==> config.mk <==
export PLATFORM = sky130hd
export DESIGN_NAME = modexp_seq
export DESIGN_NICKNAME = d
export VERILOG_FILES = /design/src/rtl/modexp_seq.sv
export SDC_FILE = /design/constraint.sdc
export NUM_CORES = 2
export LEC_CHECK = 0
export CORE_ASPECT_RATIO = 1.75
export CORE_MARGIN = 2
export CORE_UTILIZATION = 50
export CTS_CLUSTER_DIAMETER = 100
export DETAILED_ROUTE_END_ITERATION = 8
export DONT_BUFFER_PORTS = 1
export PLACE_DENSITY = 0.66
export SLEW_MARGIN = 10
export SYNTH_ARGS = -nofsm -noshare
export SYNTH_HDL_FRONTEND = slang
export SYNTH_SLANG_ARGS = --single-unit
==> constraint.sdc <==
create_clock -name i_clk -period 14.8 [get_ports i_clk]
set_input_delay 3.7 -clock i_clk [delete_from_list [all_inputs] [get_ports i_clk]]
set_output_delay 3.7 -clock i_clk [all_outputs]
set_load 0.01 [all_outputs]
==> src/rtl/modexp_seq.sv <==
// Sequential modular exponentiation: o_final_message = i_message ^ i_key mod i_modulo.
// Left-to-right square-and-multiply over an interleaved shift-add modular multiplier.
module modexp_seq #(
    parameter int W  = 64,
    parameter int EW = 64
) (
    input  logic          i_clk,
    input  logic          i_rst,
    input  logic          i_start,
    input  logic [W-1:0]  i_message,
    input  logic [W-1:0]  i_modulo,
    input  logic [EW-1:0] i_key,
    output logic          o_busy,
    output logic          o_done,
    output logic          o_err,
    output logic [W-1:0]  o_final_message
);

    // state  | meaning
    // S_IDLE | waiting for start, outputs cleared
    // S_BIT  | examine key[idx], choose square / multiply / skip
    // S_SQR  | R = R*R mod M (load cycle + W iterations)
    // S_MUL  | R = R*message mod M (load cycle + W iterations)
    // S_DONE | result (or error) held until next start
    localparam int IW = (EW > 1) ? $clog2(EW) : 1;
    localparam int JW = (W > 1) ? $clog2(W) : 1;

    typedef enum logic [2:0] {S_IDLE, S_BIT, S_SQR, S_MUL, S_DONE} state_t;

    state_t        r_state;
    state_t        w_state_nxt;

    logic [W-1:0]  r_msg;
    logic [W-1:0]  r_mod;
    logic [EW-1:0] r_key;
    logic [W-1:0]  r_res;
    logic [W+1:0]  r_p;
    logic [IW-1:0] r_idx;
    logic [JW-1:0] r_j;
    logic          r_seen;
    logic          r_load;
    logic          r_err;

    logic          w_valid;
    logic          w_key_bit;
    logic          w_last;
    logic          w_j_zero;
    logic          w_mul_end;
    logic          w_a_bit;
    logic [W-1:0]  w_b;
    logic [W+1:0]  w_mod_ext;
    logic [W+1:0]  w_sum;
    logic [W+1:0]  w_red1;
    logic [W+1:0]  w_red2;

    assign w_valid   = (i_modulo >= W'(2)) && (i_message < i_modulo);
    assign w_key_bit = r_key[r_idx];
    assign w_last    = (r_idx == '0);
    assign w_j_zero  = (r_j == '0);
    assign w_mul_end = ((r_state == S_SQR) || (r_state == S_MUL)) && !r_load && w_j_zero;

    // P < M holds between iterations, so 2P + B < 3M and two conditional subtracts suffice
    assign w_a_bit   = r_res[r_j];
    assign w_b       = (r_state == S_SQR) ? r_res : r_msg;
    assign w_mod_ext = {2'b00, r_mod};
    assign w_sum     = (r_p << 1) + {2'b00, (w_a_bit ? w_b : '0)};
    assign w_red1    = (w_sum >= w_mod_ext) ? (w_sum - w_mod_ext) : w_sum;
    assign w_red2    = (w_red1 >= w_mod_ext) ? (w_red1 - w_mod_ext) : w_red1;

    always_ff @(posedge i_clk) begin
        if (i_rst) r_state <= S_IDLE;
        else       r_state <= w_state_nxt;
    end

    always_comb begin
        w_state_nxt = r_state;
        case (r_state)
            S_IDLE, S_DONE: begin
                if (i_start) w_state_nxt = w_valid ? S_BIT : S_DONE;
            end
            S_BIT: begin
                if (r_seen)         w_state_nxt = S_SQR;
                else if (w_key_bit) w_state_nxt = S_MUL;
                else if (w_last)    w_state_nxt = S_DONE;
            end
            S_SQR: begin
                if (w_mul_end) begin
                    if (w_key_bit)   w_state_nxt = S_MUL;
                    else if (w_last) w_state_nxt = S_DONE;
                    else             w_state_nxt = S_BIT;
                end
            end
            S_MUL: begin
                if (w_mul_end) w_state_nxt = w_last ? S_DONE : S_BIT;
            end
            default: w_state_nxt = S_IDLE;
        endcase
    end

    always_ff @(posedge i_clk) begin
        if (i_rst) begin
            r_msg  <= '0;
            r_mod  <= '0;
            r_key  <= '0;
            r_res  <= '0;
            r_p    <= '0;
            r_idx  <= '0;
            r_j    <= '0;
            r_seen <= 1'b0;
            r_load <= 1'b0;
            r_err  <= 1'b0;
        end else begin
            case (r_state)
                S_IDLE, S_DONE: begin
                    if (i_start) begin
                        r_msg  <= i_message;
                        r_mod  <= i_modulo;
                        r_key  <= i_key;
                        r_res  <= w_valid ? W'(1) : '0;
                        r_err  <= !w_valid;
                        r_idx  <= IW'(EW - 1);
                        r_seen <= 1'b0;
                        r_load <= 1'b0;
                    end
                end
                S_BIT: begin
                    r_seen <= r_seen | w_key_bit;
                    if (r_seen || w_key_bit) r_load <= 1'b1;
                    else if (!w_last)        r_idx  <= r_idx - IW'(1);
                end
                S_SQR, S_MUL: begin
                    if (r_load) begin
                        r_p    <= '0;
                        r_j    <= JW'(W - 1);
                        r_load <= 1'b0;
                    end else begin
                        r_p <= w_red2;
                        r_j <= r_j - JW'(1);
                        if (w_j_zero) begin
                            r_res <= w_red2[W-1:0];
                            // a square followed by a multiply keeps idx for the MUL pass
                            if ((r_state == S_SQR) && w_key_bit) r_load <= 1'b1;
                            else if (!w_last)                    r_idx  <= r_idx - IW'(1);
                        end
                    end
                end
                default: ;
            endcase
        end
    end

    assign o_busy          = (r_state == S_BIT) || (r_state == S_SQR) || (r_state == S_MUL);
    assign o_done          = (r_state == S_DONE);
    assign o_err           = r_err;
    assign o_final_message = o_done ? r_res : '0;

endmodule

# Yosys cells after proc, flatten, opt, wreduce, memory -nomap -nowiden
# Cells that the tools add are included.
# W data, S select, Z words.
[word_totals] register_bits=339 input_bits=195 output_inout_bits=67
[classes] add_sub_neg=5 n_lt_le_gt_ge=6 n_eq_ne=13 muxes=40 bitwise=1 n_reduce_logical=24
[ops] operator="$mux W64" count=6
[ops] operator="$ge A66 B64 Y1" count=2
[ops] operator="$mux W65" count=2
[ops] operator="$pmux W64 S2" count=1
[ops] operator="$add A66 B64 Y66" count=1
[ops] operator="$mux W66" count=1
[ops] operator="$sub A66 B64 Y66" count=1
[ops] operator="$sub A65 B64 Y65" count=1
[ops] operator="$ge A64 B2 Y1 const B" count=1
[ops] operator="$lt A64 B64 Y1" count=1
[ops] operator="$mux W6" count=7
[ops] operator="$mux W3" count=9
[ops] operator="$pmux W6 S3" count=1
[ops] operator="$ne A2 B2 Y1 const B" count=8
[ops] operator="$lt A6 B7 Y1 const B" count=2
[ops] operator="$bmux W1 S6" count=2
[ops] operator="$logic_not A6 Y1" count=2
[ops] operator="$pmux W3 S4" count=1
[ops] operator="$sub A6 B1 Y6 const B" count=2
[ops] operator="$mux W1" count=8
[ops] operator="$reduce_and A4 Y1" count=2
[ops] operator="$eq A3 B2 Y1 const B" count=2
[ops] operator="$reduce_and A6 Y1" count=1
[ops] operator="$logic_and A1 B1 Y1" count=4
[ops] operator="other kinds (14)" count=21

# Longest topological paths before layout
[depth] word_depth=11 ltp_mapped=53

# Worst setup path before layout
# Ideal clock, no wire load.
[synth_timing] path_type="flip-flop to flip-flop" startpoint="register r_j[0]" endpoint="register r_res[63]" arrival_time_ns=10.645 path_slack_ns=4.096 path_stages_with_launch=48 path_buffers=5 path_cell_list="dfxtp_1 > buf_2 > mux4_2 > mux4_2 > mux2_2 > o21ai_1 > clkbuf_1 > a21oi_1 > ha_1 > o211ai_1 > o21a_1 > a211oi_1 > o211ai_1 > a2111oi_0 > o31ai_1 > or2_1 > a21oi_1 > nor2_1 > [... 12 more ...] > buf_6 > nor2_1 > a21oi_1 > ha_1 > clkbuf_1 > o21a_1 > o211ai_1 > a31oi_1 > o21ai_0 > a21o_1 > o31ai_1 > nand4_1 > o31a_1 > nand4b_1 > o21ai_0 > mux2_2 > o31ai_1 > a22o_1"
[synth_between] elab_chain_len=11 word_cells_on_any_way=16 cone_classes="3 x add/sub; 2 x order compare; 1 x eq/ne; 8 x mux; 2 x reduce/logical"
[synth_lines] item="start: declaration" line_no="39" text="logic [JW-1:0] r_j;"
[synth_lines] item="start signal: assignment" line_no="134" text="r_j <= JW'(W - 1);"
[synth_lines] item="start signal: assignment" line_no="138" text="r_j <= r_j - JW'(1);"
[synth_lines] item="$bmux W1 S6" line_no="63" text="assign w_a_bit = r_res[r_j];"
[synth_lines] item="$mux W1 (implied by the code)" line_no="63"
[synth_lines] item="$mux W64" line_no="66" text="assign w_sum = (r_p << 1) + {2'b00, (w_a_bit ? w_b : '0)};"
[synth_lines] item="$add A66 B64 Y66" line_no="66"
[synth_lines] item="$sub A66 B64 Y66 or $ge A66 B64 Y1 (tied branches)" line_no="67" text="assign w_red1 = (w_sum >= w_mod_ext) ? (w_sum - w_mod_ext) : w_sum;"
[synth_lines] item="$mux W66" line_no="67"
[synth_lines] item="$sub A65 B64 Y65 or $ge A66 B64 Y1 (tied branches)" line_no="68" text="assign w_red2 = (w_red1 >= w_mod_ext) ? (w_red1 - w_mod_ext) : w_red1;"
[synth_lines] item="$mux W65" line_no="68"
[synth_lines] item="$mux W64" line_no="139" text="if (w_j_zero) begin"
[synth_lines] item="$mux W64" line_no="132" text="if (r_load) begin"
[synth_lines] item="$pmux W64 S2" line_no="113" text="case (r_state)"
[synth_lines] item="end signal: assignment" line_no="119" text="r_res <= w_valid ? W'(1) : '0;"
[synth_lines] item="end signal: assignment" line_no="140" text="r_res <= w_red2[W-1:0];"
[synth_lines] item="end: declaration" line_no="36" text="logic [W-1:0] r_res;"
# Several ways; a longest one is shown, not always the timed one. The select of a mux whose other input is x is not followed.
# A chain may end at the register's enable or synchronous reset.

# Worst setup path after layout
# Same ends and word-level chain as after synthesis.

==> results.txt <==
----------------------------------------------------
[Logic synthesis]
  Cells after Synth ... about 3900
  Top cells by area in the synthesized netlist ... dfxtp_1 24%, ha_1 11%, nand2_1 10%
  Syn avg cell area ... 7.268 um2
  Post-synth top flop ... dfxtp_1
  Distinct cell type count of the synthesized netlist ... roughly 100
  Synth Net Count ... 4378
  Netlist area before placement ... ~29000 um2
  Simple-Gate Fraction of Synth Area ... 0.2146
  Yosys synthesis warning count ... 0
  Post-synthesis sequential area ratio ... 0.2381
  Top cell type's share of synthesized area ... 0.2381
  Leading area contributor after synthesis ... dfxtp_1
  Seq cells post-synth ... 339
  Post-synthesis async set-or-reset flop share ... 0
  XOR/XNOR share of the synthesized area ... 0.05680
  Proportion of synthesized area in mux cells ... 0.04991
  Area fraction in compound gates after synthesis ... 0.2657
  Post-synth EDFFs ... 0
  Adder-cell share of the synthesized area ... 0.1153
  Largest family of logic cells by synthesized area ... compound AO/OA/AOI/OAI gates

[Route]
  Via Count ... approximately 29000
  Drt pass-1 iters ... 7
  Post-route met1 wirelength ... 40280 um
  Highest signal layer in the routed design ... met5
  Post-detailed-routing wire length ... approximately 120000 um
  DR iter-0 viols ... between 2000 and 2500
  Met3 routed WL ... ~9500 um
  Drt via density ... about 6.4
  Remaining antenna violation count ... 0
  Total DRC errors in the routed layout ... 0
  Routed length per placed instance ... ~26 um
  Met2 routed wirelength ... 55590 um

[Floorplan]
  Core area ... between 50000 and 60000 um2
  Initial cell density of the core ... 0.5067
  Y dimension of the die ... about 320 um
  Floorplan die area ... roughly 59000 um2
  Core Rows ... ~120
  I/O Pins ... between 200 and 300
  Die span in x ... approximately 180 um

[Timing]
  Normalized max-slew margin ... 0.006370
  Max-slew violation total from the final report ... 0
  Number of endpoints with negative hold slack in the final report ... 0
  Setup repair after global routing missed its margin ... false
  Fin Setup TNS ... 0 ns
  Transition at the pin with the smallest max-transition slack ... around 1.5 ns
  Period utilization ... 0.9444
  Worst clock skew ... 0.04016 ns
  Final setup violation count ... 0
  Crit path time final ... around 14 ns
  Max Clock Freq ... 0.07155 GHz

[Clocking]
  Count of hold buffers inserted by post-cts repair ... 0
  Total of cells resized after clock tree synthesis ... 0
  TritonCTS clock tree ... built
  Max Buffers Root-to-Sink ... 3
  Clock Pin Slew Worst Setup and Hold Paths ... approximately 0.07 ns
  Clock latency at the later pin of the worst-skew pair ... ~0.61 ns
  H-tree lvl count ... 2
  Number of sinks handled by clock tree synthesis ... approximately 340
  Setup Buffers After CTS ... 0
  TritonCTS buffer count ... 36
  Clock tree root driver cell ... clkbuf_16

[Setup path]
  Largest driver fanout on the critical path ... 20
  Number of buffers and inverters on the critical path ... 1
  Crit-path max cell delay ... between 0.8 and 0.9 ns
  WP data required ... between 15 and 20 ns
  Kind of cell adding the most delay to the critical path ... compound AO/OA/AOI/OAI gates
  Data arrival time of the worst path ... approximately 15 ns
  Worst path slowest cell ... dfxtp_2
  Element type at the critical path end ... flip-flop
  Critical Path Start Type ... flip-flop
  Critical setup path kind ... reg2reg

[Global routing]
  Pin count of the biggest net entering global routing ... 218
  Total grt overflow ... 0
  First-pass GRT wire length ... about 170000 um
  Vias in the first global route ... roughly 29000
  Number of antenna violations at the first check in global routing ... 10
  Aggregate global-route resource usage ... 0.3950

[Run]
  Max-cap check violation count ... 1

[Cells and area]
  Non-filler cells, final ... 4562
  NumNets Final ... between 4000 and 5000
  Area growth, synth to finish ... 5.807%
  Share of cells above drive strength 1 ... 0.06009
  Number of fillers in the final layout ... 5730

[Placement]
  Dpl hpwl ... around 93000 um
  Final weighted congestion of routability-driven global placement ... 1.069
  Cell Count Post-Placement ... around 4500
  Number of input and output port buffers inserted ... 0

[Run status]
  Violations in the final reports ... max-capacitance violations
  Outcome ... finished with violations

[Worst hold path]
  Path class of the lowest-slack min-delay path ... reg2reg

----------------------------------------------------
[sequential cells by signal, indices dropped and copies added, names as in the netlist]
register / count
r_p: 65
r_key: 64
r_mod: 64
r_msg: 64
r_res: 64
r_idx: 6
r_j: 6
r_state: 3
o_err: 1
r_load: 1
r_seen: 1
[cells in the final DEF (no fill, tap or decap), types with 34 or more instances in the layout]
master,netlist,final
xnor2_1,108,108
and3_1,90,90
nand2_1,796,795
clkbuf_16,0,36
inv_1,185,185
nand4_1,60,60
nor3_1,35,34
a22o_1,41,41
ha_1,258,258
buf_4,6,39
dfxtp_1,339,337
a21oi_1,579,579
nor2_1,227,223
mux4_2,38,38
xor2_1,75,75
o21bai_1,41,41
nand3_1,49,49
o21ai_0,120,120
o21ai_1,113,112
a21o_1,125,125
[logic make-up (layout without fill, tap and decap cells)]
| logic type | after synthesis | in the layout |
|---|---|---|
| simple gates | 1387 | 1387 |
| compound gates | 1241 | 1241 |
| buf+inv | 420 | 292 |
| flops | 339 | 339 |
| fa+ha+maj | 261 | 261 |
| xor+xnor | 184 | 184 |
| mux | 90 | 90 |
| other cells | 0 | 8 |
[worst reg2reg max path: cells and delay by family (launching register included)]
| family | cells | cell delay, ns |
|---|---|---|
| AOI/OAI and AO/OA | 25 | 7.39 |
| xor gates and xnor gates | 1 | 0.21 |
| adders and majority gates | 4 | 1.41 |
| buffers and inverters | 1 | 0.18 |
| DFF | 1 | 0.84 |
| muxes | 5 | 2.27 |
| and+or+nand+nor | 5 | 1.61 |
[layout make-up]
cell class | count | area, um2 | area share
Inverter | 187 | 701.9 | 0.02327
Tap cell | 760 | 950.9 | 0.03153
Clock inverter | 19 | 294.0 | 0.009749
Antenna cell | 8 | 20.02 | 0.0006637
Multi-Input combinational cell | 3163 | 20090 | 0.6662
Sequential cell | 339 | 6789 | 0.2251
Clock buffer | 46 | 998.5 | 0.03310
Timing Repair Buffer | 40 | 312.8 | 0.01037
[cell usage after synthesis, types with 28 or more instances]
cell type  number
xnor2_1       108
nand4_1        60
dfxtp_1       339
a22o_1         41
clkbuf_1      187
nand3_1        49
xor2_1         75
a21oi_1       579
nor2_1        227
nand2_1       796
o21bai_1       41
ha_1          258
buf_2          30
nor3_1         35
o21ai_0       120
a21o_1        125
and3_1         90
inv_1         185
o21ai_1       113
mux4_2         38
o21a_1         28
[routing by layer]
metal,up-vias,track usage
met5,-,0
met4,10,0.3721
met3,547,0.09929
met2,1332,0.6612
met1,13620,0.3953
li1,13555,-
[path summary, 6_finish.rpt]
check	end	cells after the start	start	slack, ns
worst min register to register	r_key[5]	2	r_key[5]	0.45
worst min-delay path	r_key[5]	2	r_key[5]	0.45
worst max-delay path	r_res[63]	41	r_j[0]	0.82
worst max register to register	r_res[63]	41	r_j[0]	0.82
[stage by stage]
step	hold slack, ns	setup slack (ns)	util	area [um2]
3_5_place_dp	0.4417	1.360	0.5127	28840
5_1_grt	0.4652	0.4166	0.5361	30160
3_3_place_gp	0.4349	1.601	0.5127	28840
2_1_floorplan	0.4331	4.096	-	28510
6_report	0.4526	0.8233	0.5361	30160
4_1_cts	0.4504	1.319	0.5356	30140
Power is not shown: default switching activity piles up to over one toggle a cycle in this logic, so the estimate is an artifact.
